--- config.mk ---
export PLATFORM = sky130hd
export DESIGN_NAME = store_buffer
export DESIGN_NICKNAME = d
export VERILOG_FILES = /design/src/rtl/store_buffer_pkg.sv /design/src/rtl/store_buffer_fifo.sv /design/src/rtl/store_buffer.sv
export SDC_FILE = /design/constraint.sdc
export NUM_CORES = 1
export LEC_CHECK = 0
export CORE_MARGIN = 1.5
export CORE_UTILIZATION = 40
export CTS_CLUSTER_SIZE = 16
export DETAILED_ROUTE_END_ITERATION = 8
export HOLD_SLACK_MARGIN = 0.02
export PLACE_DENSITY = 0.69
export SLEW_MARGIN = 0
export SYNTH_ARGS = -nofsm -noshare
export SYNTH_HDL_FRONTEND = slang
export SYNTH_SLANG_ARGS = --single-unit
--- constraint.sdc ---
create_clock -name clk -period 2.76 [get_ports clk]
set_input_delay 0.552 -clock clk [delete_from_list [all_inputs] [get_ports clk]]
set_output_delay 0.552 -clock clk [all_outputs]
set_load 0.02 [all_outputs]
--- src/rtl/store_buffer_pkg.sv ---
// Shared definitions for the store buffer: store-type encodings (shared with data memory)
// and the layout of one buffered store.
package store_buffer_pkg;

    localparam logic [4:0] SAVE_SB = 5'd1;
    localparam logic [4:0] SAVE_SH = 5'd2;
    localparam logic [4:0] SAVE_SW = 5'd3;

    // Clears the byte-offset bits, so stores and loads are matched by 32-bit word.
    localparam logic [31:0] WORD_MASK = 32'hFFFF_FFFC;

    typedef struct packed {
        logic [31:0] addr;
        logic [31:0] data;
        logic [4:0]  ctrl;
        logic [31:0] pc;
    } sb_entry_t;

    function automatic logic is_store_ctrl(input logic [4:0] ctrl);
        return (ctrl == SAVE_SB) || (ctrl == SAVE_SH) || (ctrl == SAVE_SW);
    endfunction

    function automatic logic same_word(input logic [31:0] a, input logic [31:0] b);
        return ((a ^ b) & WORD_MASK) == 32'd0;
    endfunction

endpackage

--- src/rtl/store_buffer_fifo.sv ---
// Circular entry array with read/write pointers, occupancy count and per-slot valid bits.
// Pushes are ignored when full and pops are ignored when empty.
module store_buffer_fifo
    import store_buffer_pkg::*;
#(
    parameter int DEPTH = 4,
    parameter int PTR_W = 2
) (
    input  logic                  clk,
    input  logic                  reset,
    input  logic                  i_push,
    input  sb_entry_t             i_entry,
    input  logic                  i_pop,
    output logic                  o_full,
    output logic                  o_empty,
    output logic [PTR_W:0]        o_count,
    output sb_entry_t             o_head,
    output sb_entry_t [DEPTH-1:0] o_entries,
    output logic [DEPTH-1:0]      o_valid
);

    sb_entry_t [DEPTH-1:0] r_mem;
    logic [DEPTH-1:0]      r_valid;
    logic [PTR_W-1:0]      r_wr_ptr;
    logic [PTR_W-1:0]      r_rd_ptr;
    logic [PTR_W:0]        r_count;

    logic w_do_push;
    logic w_do_pop;

    assign o_full    = (r_count == (PTR_W+1)'(DEPTH));
    assign o_empty   = (r_count == '0);
    assign w_do_push = i_push && !o_full;
    assign w_do_pop  = i_pop && !o_empty;

    // A gated push never targets the slot being popped: an empty buffer cannot pop.
    always_ff @(posedge clk or negedge reset) begin
        if (!reset) begin
            r_mem    <= '0;
            r_valid  <= '0;
            r_wr_ptr <= '0;
            r_rd_ptr <= '0;
        end else begin
            if (w_do_push) begin
                r_mem[r_wr_ptr]   <= i_entry;
                r_valid[r_wr_ptr] <= 1'b1;
                r_wr_ptr          <= r_wr_ptr + PTR_W'(1);
            end
            if (w_do_pop) begin
                r_valid[r_rd_ptr] <= 1'b0;
                r_rd_ptr          <= r_rd_ptr + PTR_W'(1);
            end
        end
    end

    always_ff @(posedge clk or negedge reset) begin
        if (!reset) begin
            r_count <= '0;
        end else begin
            case ({w_do_push, w_do_pop})
                2'b10:   r_count <= r_count + (PTR_W+1)'(1);
                2'b01:   r_count <= r_count - (PTR_W+1)'(1);
                default: r_count <= r_count;
            endcase
        end
    end

    assign o_count   = r_count;
    assign o_head    = r_mem[r_rd_ptr];
    assign o_entries = r_mem;
    assign o_valid   = r_valid;

endmodule

--- src/rtl/store_buffer.sv ---
// In-order store buffer between the MEM-stage store path and the data-memory write port.
// Drains one store per cycle when no load needs the port, and flags loads that hit a buffered word.
module store_buffer
    import store_buffer_pkg::*;
#(
    parameter int DEPTH = 4,
    parameter int PTR_W = 2
) (
    input  logic             clk,
    input  logic             reset,
    input  logic             st_valid,
    input  logic [31:0]      st_addr,
    input  logic [31:0]      st_data,
    input  logic [4:0]       st_ctrl,
    input  logic [31:0]      st_pc,
    output logic             st_ready,
    input  logic             ld_valid,
    input  logic [31:0]      ld_addr,
    output logic             ld_conflict,
    output logic             dm_wEn,
    output logic [31:0]      dm_addr,
    output logic [31:0]      dm_dIn,
    output logic [4:0]       dm_saveCtrl,
    output logic [31:0]      dm_pc,
    output logic [PTR_W:0]   count
);

    sb_entry_t             w_new_entry;
    sb_entry_t             w_head;
    sb_entry_t [DEPTH-1:0] w_entries;
    logic [DEPTH-1:0]      w_valid;
    logic                  w_full;
    logic                  w_empty;
    logic                  w_push;
    logic                  w_drain;
    logic                  w_hit;

    assign w_new_entry = '{addr: st_addr, data: st_data, ctrl: st_ctrl, pc: st_pc};
    assign st_ready    = !w_full;
    assign w_push      = st_valid && st_ready && is_store_ctrl(st_ctrl);

    store_buffer_fifo #(
        .DEPTH (DEPTH),
        .PTR_W (PTR_W)
    ) u_fifo (
        .clk       (clk),
        .reset     (reset),
        .i_push    (w_push),
        .i_entry   (w_new_entry),
        .i_pop     (w_drain),
        .o_full    (w_full),
        .o_empty   (w_empty),
        .o_count   (count),
        .o_head    (w_head),
        .o_entries (w_entries),
        .o_valid   (w_valid)
    );

    always_comb begin
        w_hit = 1'b0;
        for (int i = 0; i < DEPTH; i++) begin
            if (w_valid[i] && same_word(w_entries[i].addr, ld_addr)) begin
                w_hit = 1'b1;
            end
        end
    end

    assign ld_conflict = ld_valid && w_hit;

    // A conflicting load is stalled waiting on this drain, so it must not block it.
    assign w_drain = !w_empty && (!ld_valid || ld_conflict);

    always_comb begin
        dm_wEn      = 1'b0;
        dm_addr     = '0;
        dm_dIn      = '0;
        dm_saveCtrl = '0;
        dm_pc       = '0;
        if (w_drain) begin
            dm_wEn      = 1'b1;
            dm_addr     = w_head.addr;
            dm_dIn      = w_head.data;
            dm_saveCtrl = w_head.ctrl;
            dm_pc       = w_head.pc;
        end
    end

endmodule

Word level (Yosys, flattened, before mapping)
Index checks and enable logic that the tools add are counted.
- order comparisons: 4
- equality and inequality tests: 6
- bitwise logic cells: 7
- muxes and demuxes: 21
- reduce and logical (&&, ||, !) cells: 24
- add/subtract/negate cells: 4
- operators with widths (cell ; number):
    $bwmux 404 ; 1
    $bmux 101 s2 ; 1
    $demux 101 s2 ; 1
    $mux 101 ; 2
    $logic_not 32->1 ; 4
    $xor 32x32->32 ; 4
    $mux 32 ; 3
    $logic_and 1x1->1 ; 12
    $eq 5x2->1 const B ; 2
    $mux 4 ; 2
    $mux 1 ; 7
    $lt 2x3->1 const B ; 2
    $pmux 3 s2 ; 1
    $eq 5x1->1 const B ; 1
    $mux 5 ; 1
    $add 2x1->2 const B ; 2
    $and 4x4->4 ; 1
    $demux 1 s2 ; 2
    $ge 2x1->1 const B ; 2
    $not 4->4 ; 1
    $or 4x4->4 ; 1
    $add 3x1->3 const B ; 1
    $eq 3x3->1 const B ; 1
    $logic_not 1->1 ; 3
    other kinds (6) ; 8
- input bits: 137
- output and inout bits: 107
- bits in registers: 415
- logic and storage cells: 86

Longest topological paths before layout
- depth in word-level cells: 13
- depth in mapped cells: 13
- depth with buffers taken out: 11

Cells and area by module
From an unflattened synthesis, not the netlist that was laid out.
- cells, all modules: 1473
- area total of the unflattened synthesis: 21212.8 µm²
- modules (own cells, without submodules) (module ; instances ; cells an instance ; area an instance (µm²)):
    store_buffer_fifo ; 1 ; 1029 ; 18081.1
    store_buffer ; 1 ; 444 ; 3131.8

Worst setup path after synthesis
Ideal clock, no wire load.
- path kind: input to register
- start: input port ld_addr[22]
- end: register u_fifo.r_count[1], in the netlist u_fifo.o_count[1]
- data required time: 2635 ps
- slack: -129 ps
- setup time: 125 ps
- data arrival time: 2765 ps
- cell stages on the path: 11
- path through: xor2_1 nor4_1 nand4_1 o22ai_2 o31ai_4 buf_6 buf_8 inv_1 ha_1 fa_1 mux2_2
- word-level cells in the longest chain between the ends: 13
- elaborated cells on any way between the ends: 24
- those cells by class: eq/ne: 2; mux: 5; bitwise: 4; reduce/logical: 13
- RTL lines (what ; RTL line ; text):
    start, declared ; store_buffer.sv:18 ; input logic [31:0] ld_addr,
    $xor 32x32->32 ; store_buffer_pkg.sv:24 ; return ((a ^ b) & WORD_MASK) == 32'd0;
    $logic_not 32->1 ; store_buffer_pkg.sv:24 ;
    $logic_and 1x1->1 ; store_buffer.sv:62 ; if (w_valid[i] && same_word(w_entries[i].addr, ld_addr)) begin
    $mux 1 (3 in series) ; store_buffer.sv:62 ;
    $mux 1 * ; store_buffer.sv:62 ;
    $logic_and 1x1->1 * ; store_buffer.sv:68 ; assign ld_conflict = ld_valid && w_hit;
    $logic_or 1x1->1 * ; store_buffer.sv:71 ; assign w_drain = !w_empty && (!ld_valid || ld_conflict);
    $logic_and 1x1->1 * ; store_buffer.sv:71 ;
    $logic_and 1x1->1 * ; store_buffer_fifo.sv:34 ; assign w_do_pop = i_pop && !o_empty;
    $eq 2x1->1 or $eq 2x2->1 (tied branches) ; store_buffer_fifo.sv:60 ; case ({w_do_push, w_do_pop})
    $pmux 3 s2 or $reduce_bool 2->1 (tied branches) ; -- ;
    end signal, assigned ; store_buffer_fifo.sv:61 ; 2'b10: r_count <= r_count + (PTR_W+1)'(1);
    end signal, assigned ; store_buffer_fifo.sv:62 ; 2'b01: r_count <= r_count - (PTR_W+1)'(1);
    end signal, assigned ; store_buffer_fifo.sv:63 ; default: r_count <= r_count;
    end, declared ; store_buffer_fifo.sv:26 ; logic [PTR_W:0] r_count;
Mark *: on every way between the ends. The rest lies on a longest branch, timed or not.
A chain may end at the register's enable or synchronous reset.

Final worst setup path
- start: register u_fifo.r_mem (netlist bit u_fifo.o_entries[281])
- end: output port dm_pc[23]
- word-level cells in the longest chain between the ends: 9
- RTL lines (what ; RTL line ; text):
    start, declared ; store_buffer_fifo.sv:22 ; sb_entry_t [DEPTH-1:0] r_mem;
    start signal, assigned by index ; store_buffer_fifo.sv:45 ; r_mem[r_wr_ptr] <= i_entry;
    $xor 32x32->32 ; store_buffer_pkg.sv:24 ;
    $logic_not 32->1 ; store_buffer_pkg.sv:24 ;
    $logic_and 1x1->1 ; store_buffer.sv:62 ;
    $mux 1 (2 in series) ; store_buffer.sv:62 ;
    $logic_and 1x1->1 ; store_buffer.sv:68 ;
    $logic_or 1x1->1 ; store_buffer.sv:71 ;
    $logic_and 1x1->1 ; store_buffer.sv:71 ;
    $mux 32 ; store_buffer.sv:79 ; if (w_drain) begin
    end, declared ; store_buffer.sv:24 ; output logic [31:0] dm_pc,
No other way between the ends.

==> impl_results.md <==
* Routed vias/inst at 5.25
* Endpoints failing setup at 105
* Worst setup path start: u_fifo.o_entries[281]
* Hold Crit Class: flip-flop to flip-flop
* Nets@finish at 1885
* Worst r2r src: u_fifo.o_entries[281]
* Ant. Diodes at 0
* Worst-margin pin slew at 533 ps
* Max Root-Sink Buffers at 3
* Tot GR Track Use at 0.214
* Post-synthesis adder-cell area fraction at 0.00666
* Unrepaired setup endpoints after global routing: true
* Cell Area, Synth at approximately 20000 sq um
* FFs w/ async S/R, synth at 1.00
* Max Freq at around 300 MHz
* Cell Rows at 81
* CP max stage delay at 440 ps
* H-Tree Depth at 2
* Grt total ovfl at 0
* Routed len/inst at 22.6 microns
* WS Path Type: flip-flop to output port
* Initial antenna violation count at 0
* Mux cell area share after synthesis at 0.337
* EDFF count, synth at 0
* Die area at 51100 sq um
* Seq/Total Area, Yosys at 0.522
* Final cell count without fillers at 2441
* Clock slew at reported path FFs at 60 ps
* Root buf cell: clkbuf_16
* Seq cells post-synth at 415
* Vias at ~13000
* Avg Inst Size Synth at 15.2 sq um
* Distinct cells, synth at 30
* Post-Synth Simple-Gate Area at 0.0505
* Max-slew violations at 0
* Io pins at 244
* Dpl cell area at between 20000 and 25000 sq um
* Crit-path cells: xor2_1 -> nor4_1 -> buf_4 -> nand4_1 -> o22ai_2 -> o31ai_4 -> buf_6 -> buf_12 -> nor2b_1 -> buf_4
* CP required at 2210 ps
* Placed cell count at 2325
* Skew-Pair Late Insertion Delay at 580 ps
* CP Max Fanout at 11
* Cell Pwr Density at ~1100 nW/um^2
* Syn Nets at 1460
* Wire length of the first global-routing pass at around 83000 microns
* CTS buffer count at 48
* Failing checks: setup timing
* Endpoints failing hold at 0
* Starting DRT DRC Count at 650
* Synth warn at 0
* CTS tree: done
* Fin crit period at 3340 ps
* Fin Hold WS at 481 ps
* Placeable Area at 49100 sq um
* First-pass DRT Iterations at 5
* Slew margin rel. at 0.645
* Worst vdd ir at 772 uV
* Synth Instances at ~1300
* Area growth syn-to-layout at 37.9%
* Die W at 226 microns
* Post-DRT Antenna Nets at 0
* Tcrit/Tclk final at 1.21
* Design Area, Final at 27400 sq um
* Worst Slack Setup Final at -576 ps
* Dpl hpwl at 36100 microns
* Chip height at roughly 230 microns
* Hold Crit Start: u_fifo.o_entries[135]
* MaxCap Viol Count at 0
* Vias in the first global route at 14000
* Layout fillers at 3942
* Status: finished, violations left
* CP arrival at roughly 2800 ps
* Most frequent CP cell: buf_4
* Routability cong. at 0.962
* Leakage at 12.9 nW
* DRT Wirelength at 55100 microns
* CP max-delay cell: dfrtp_1
* PortBufs at 241
* CP delay by family, top: buffers and inverters
* Reg area at 10400 sq um
* Crit. End Element: output port
* Largest family of logic cells by synthesized area: multiplexers
* Largest net degree at the start of global routing at 77
* Startpoint Class: flip-flop
* Share of layout cells above drive strength 1 at 0.444
* CTS Sinks at around 420
* XOR/XNOR Fraction of Synth Area at 0.0554
* Setup Skew at 15.0 ps
* Drt drc at 0
* Multi-input logic area at 10000 sq um
* Setup tns final at -53240 ps
* Starting Density at 0.406
* Synth Flop Type: dfrtp_1
* Post-synthesis compound-gate area fraction at 0.00666
* Bufs and invs on worst path at 4
## sequential cells by signal (all words and copies together), names as in the netlist
name	count
u_fifo.o_valid	4
u_fifo.r_rd_ptr	2
u_fifo.o_count	3
u_fifo.o_entries	404
u_fifo.r_wr_ptr	2
## logic make-up after synthesis
group,after synthesis
buffers and inverters,93
AOI/OAI and AO/OA,10
and+or+nand+nor,165
DFF,415
muxes,495
xor gates and xnor gates,125
adders and majority gates,10
## stage by stage
stage | utilization | power (mW) | worst slack, ps
2_1_floorplan | - | 16.9 | -28.6
3_3_place_gp | 0.499 | 21.6 | -1510
3_5_place_dp | 0.499 | 22.0 | -1520
4_1_cts | 0.546 | 29.6 | -668
5_1_grt | 0.559 | 31.7 | -667
6_report | 0.559 | 30.2 | -576
## what timing repair did
| action | in CTS | in global routing |
|---|---|---|
| resized for setup | 658 | 141 |
| cloned | 4 | 5 |
| setup endpoints to repair | 107 | 105 |
| hold buffers | 1 | 0 |
| pin swaps | 14 | 6 |
| endpoints found under the hold margin | 45 | 0 |
| setup buffers | 15 | 9 |
## final cells by class
type / instances / share of cell area
sequential: 415 / 0.379
clock buffer: 65 / 0.0516
inverter: 15 / 0.00219
clock inverter: 24 / 0.0116
tap: 664 / 0.0303
multi-input combinational: 805 / 0.365
timing repair buffer: 453 / 0.161
## cell usage in the layout (no fill, tap or decap), types with 8 or more instances in the layout
| cell type | count |
|---|---|
| nor4_1 | 12 |
| mux2_1 | 247 |
| dlygate4sd2_1 | 28 |
| nor2b_1 | 25 |
| clkdlybuf4s50_1 | 107 |
| clkbuf_16 | 52 |
| clkbuf_8 | 13 |
| nor2b_4 | 61 |
| ha_1 | 8 |
| buf_4 | 207 |
| clkinv_2 | 10 |
| inv_1 | 14 |
| dfrtp_1 | 413 |
| xor2_2 | 23 |
| buf_6 | 76 |
| and2_1 | 12 |
| buf_12 | 25 |
| nand4_1 | 8 |
| nor2b_2 | 15 |
| mux2_2 | 146 |
| nor4_4 | 9 |
| mux4_2 | 101 |
| xor2_1 | 97 |
## cells in the mapped netlist (6+ instances only)
cell      instances  area (sq um)
dfrtp_1         415         10400
mux2_1          247          2780
mux2_2          146          1640
xor2_1          121          1060
mux4_2          101          2270
nor2b_1         101           632
buf_2            47           235
clkbuf_1         28           105
nor4_1           28           175
inv_1            15          56.3
and2_1           12          75.1
ha_1              9           113
nand4_1           8          50.1
nand2_1           6          22.5
## worst paths after layout
kind / cells after the start / endpoint / slack (ps)
worst max-delay path: 10 / dm_pc[23] / -580
worst min-delay path: 1 / u_fifo.o_entries[135] / 480
worst max register to register: 13 / u_fifo.o_count[1] / -180
worst min register to register: 1 / u_fifo.o_entries[135] / 480
max in group asynchronous: 3 / u_fifo.o_entries[319] / 1400
min in group asynchronous: 2 / u_fifo.o_entries[177] / 550
## worst register-to-register path, stage by stage, from the launching register on
cell and delay, ps:
dfrtp_1 440, xor2_1 170, nor4_1 270, buf_4 160
nand4_1 110, o22ai_2 260, o31ai_4 140, buf_12 190
buf_6 150, clkinvlp_4 60, buf_6 90, ha_4 120
fa_2 410, mux2_2 260
## power by group
part	internal [mW]	total (mW)	switching, mW
Combinational	7.49	12.9	5.41
Clock	4.25	6.85	2.60
Sequential	8.75	10.4	1.65
## per-layer routing
layer	routed length (microns)	part of all wire	up-vias	track usage
met1	23200	0.42	6811	0.274
met4	1620	0.029	0	0.0781
met3	3020	0.055	79	0.0428
met2	27200	0.49	341	0.361
met5	0	0	-	0
li1	-	-	5587	-
(Power assumes the default switching activity.)
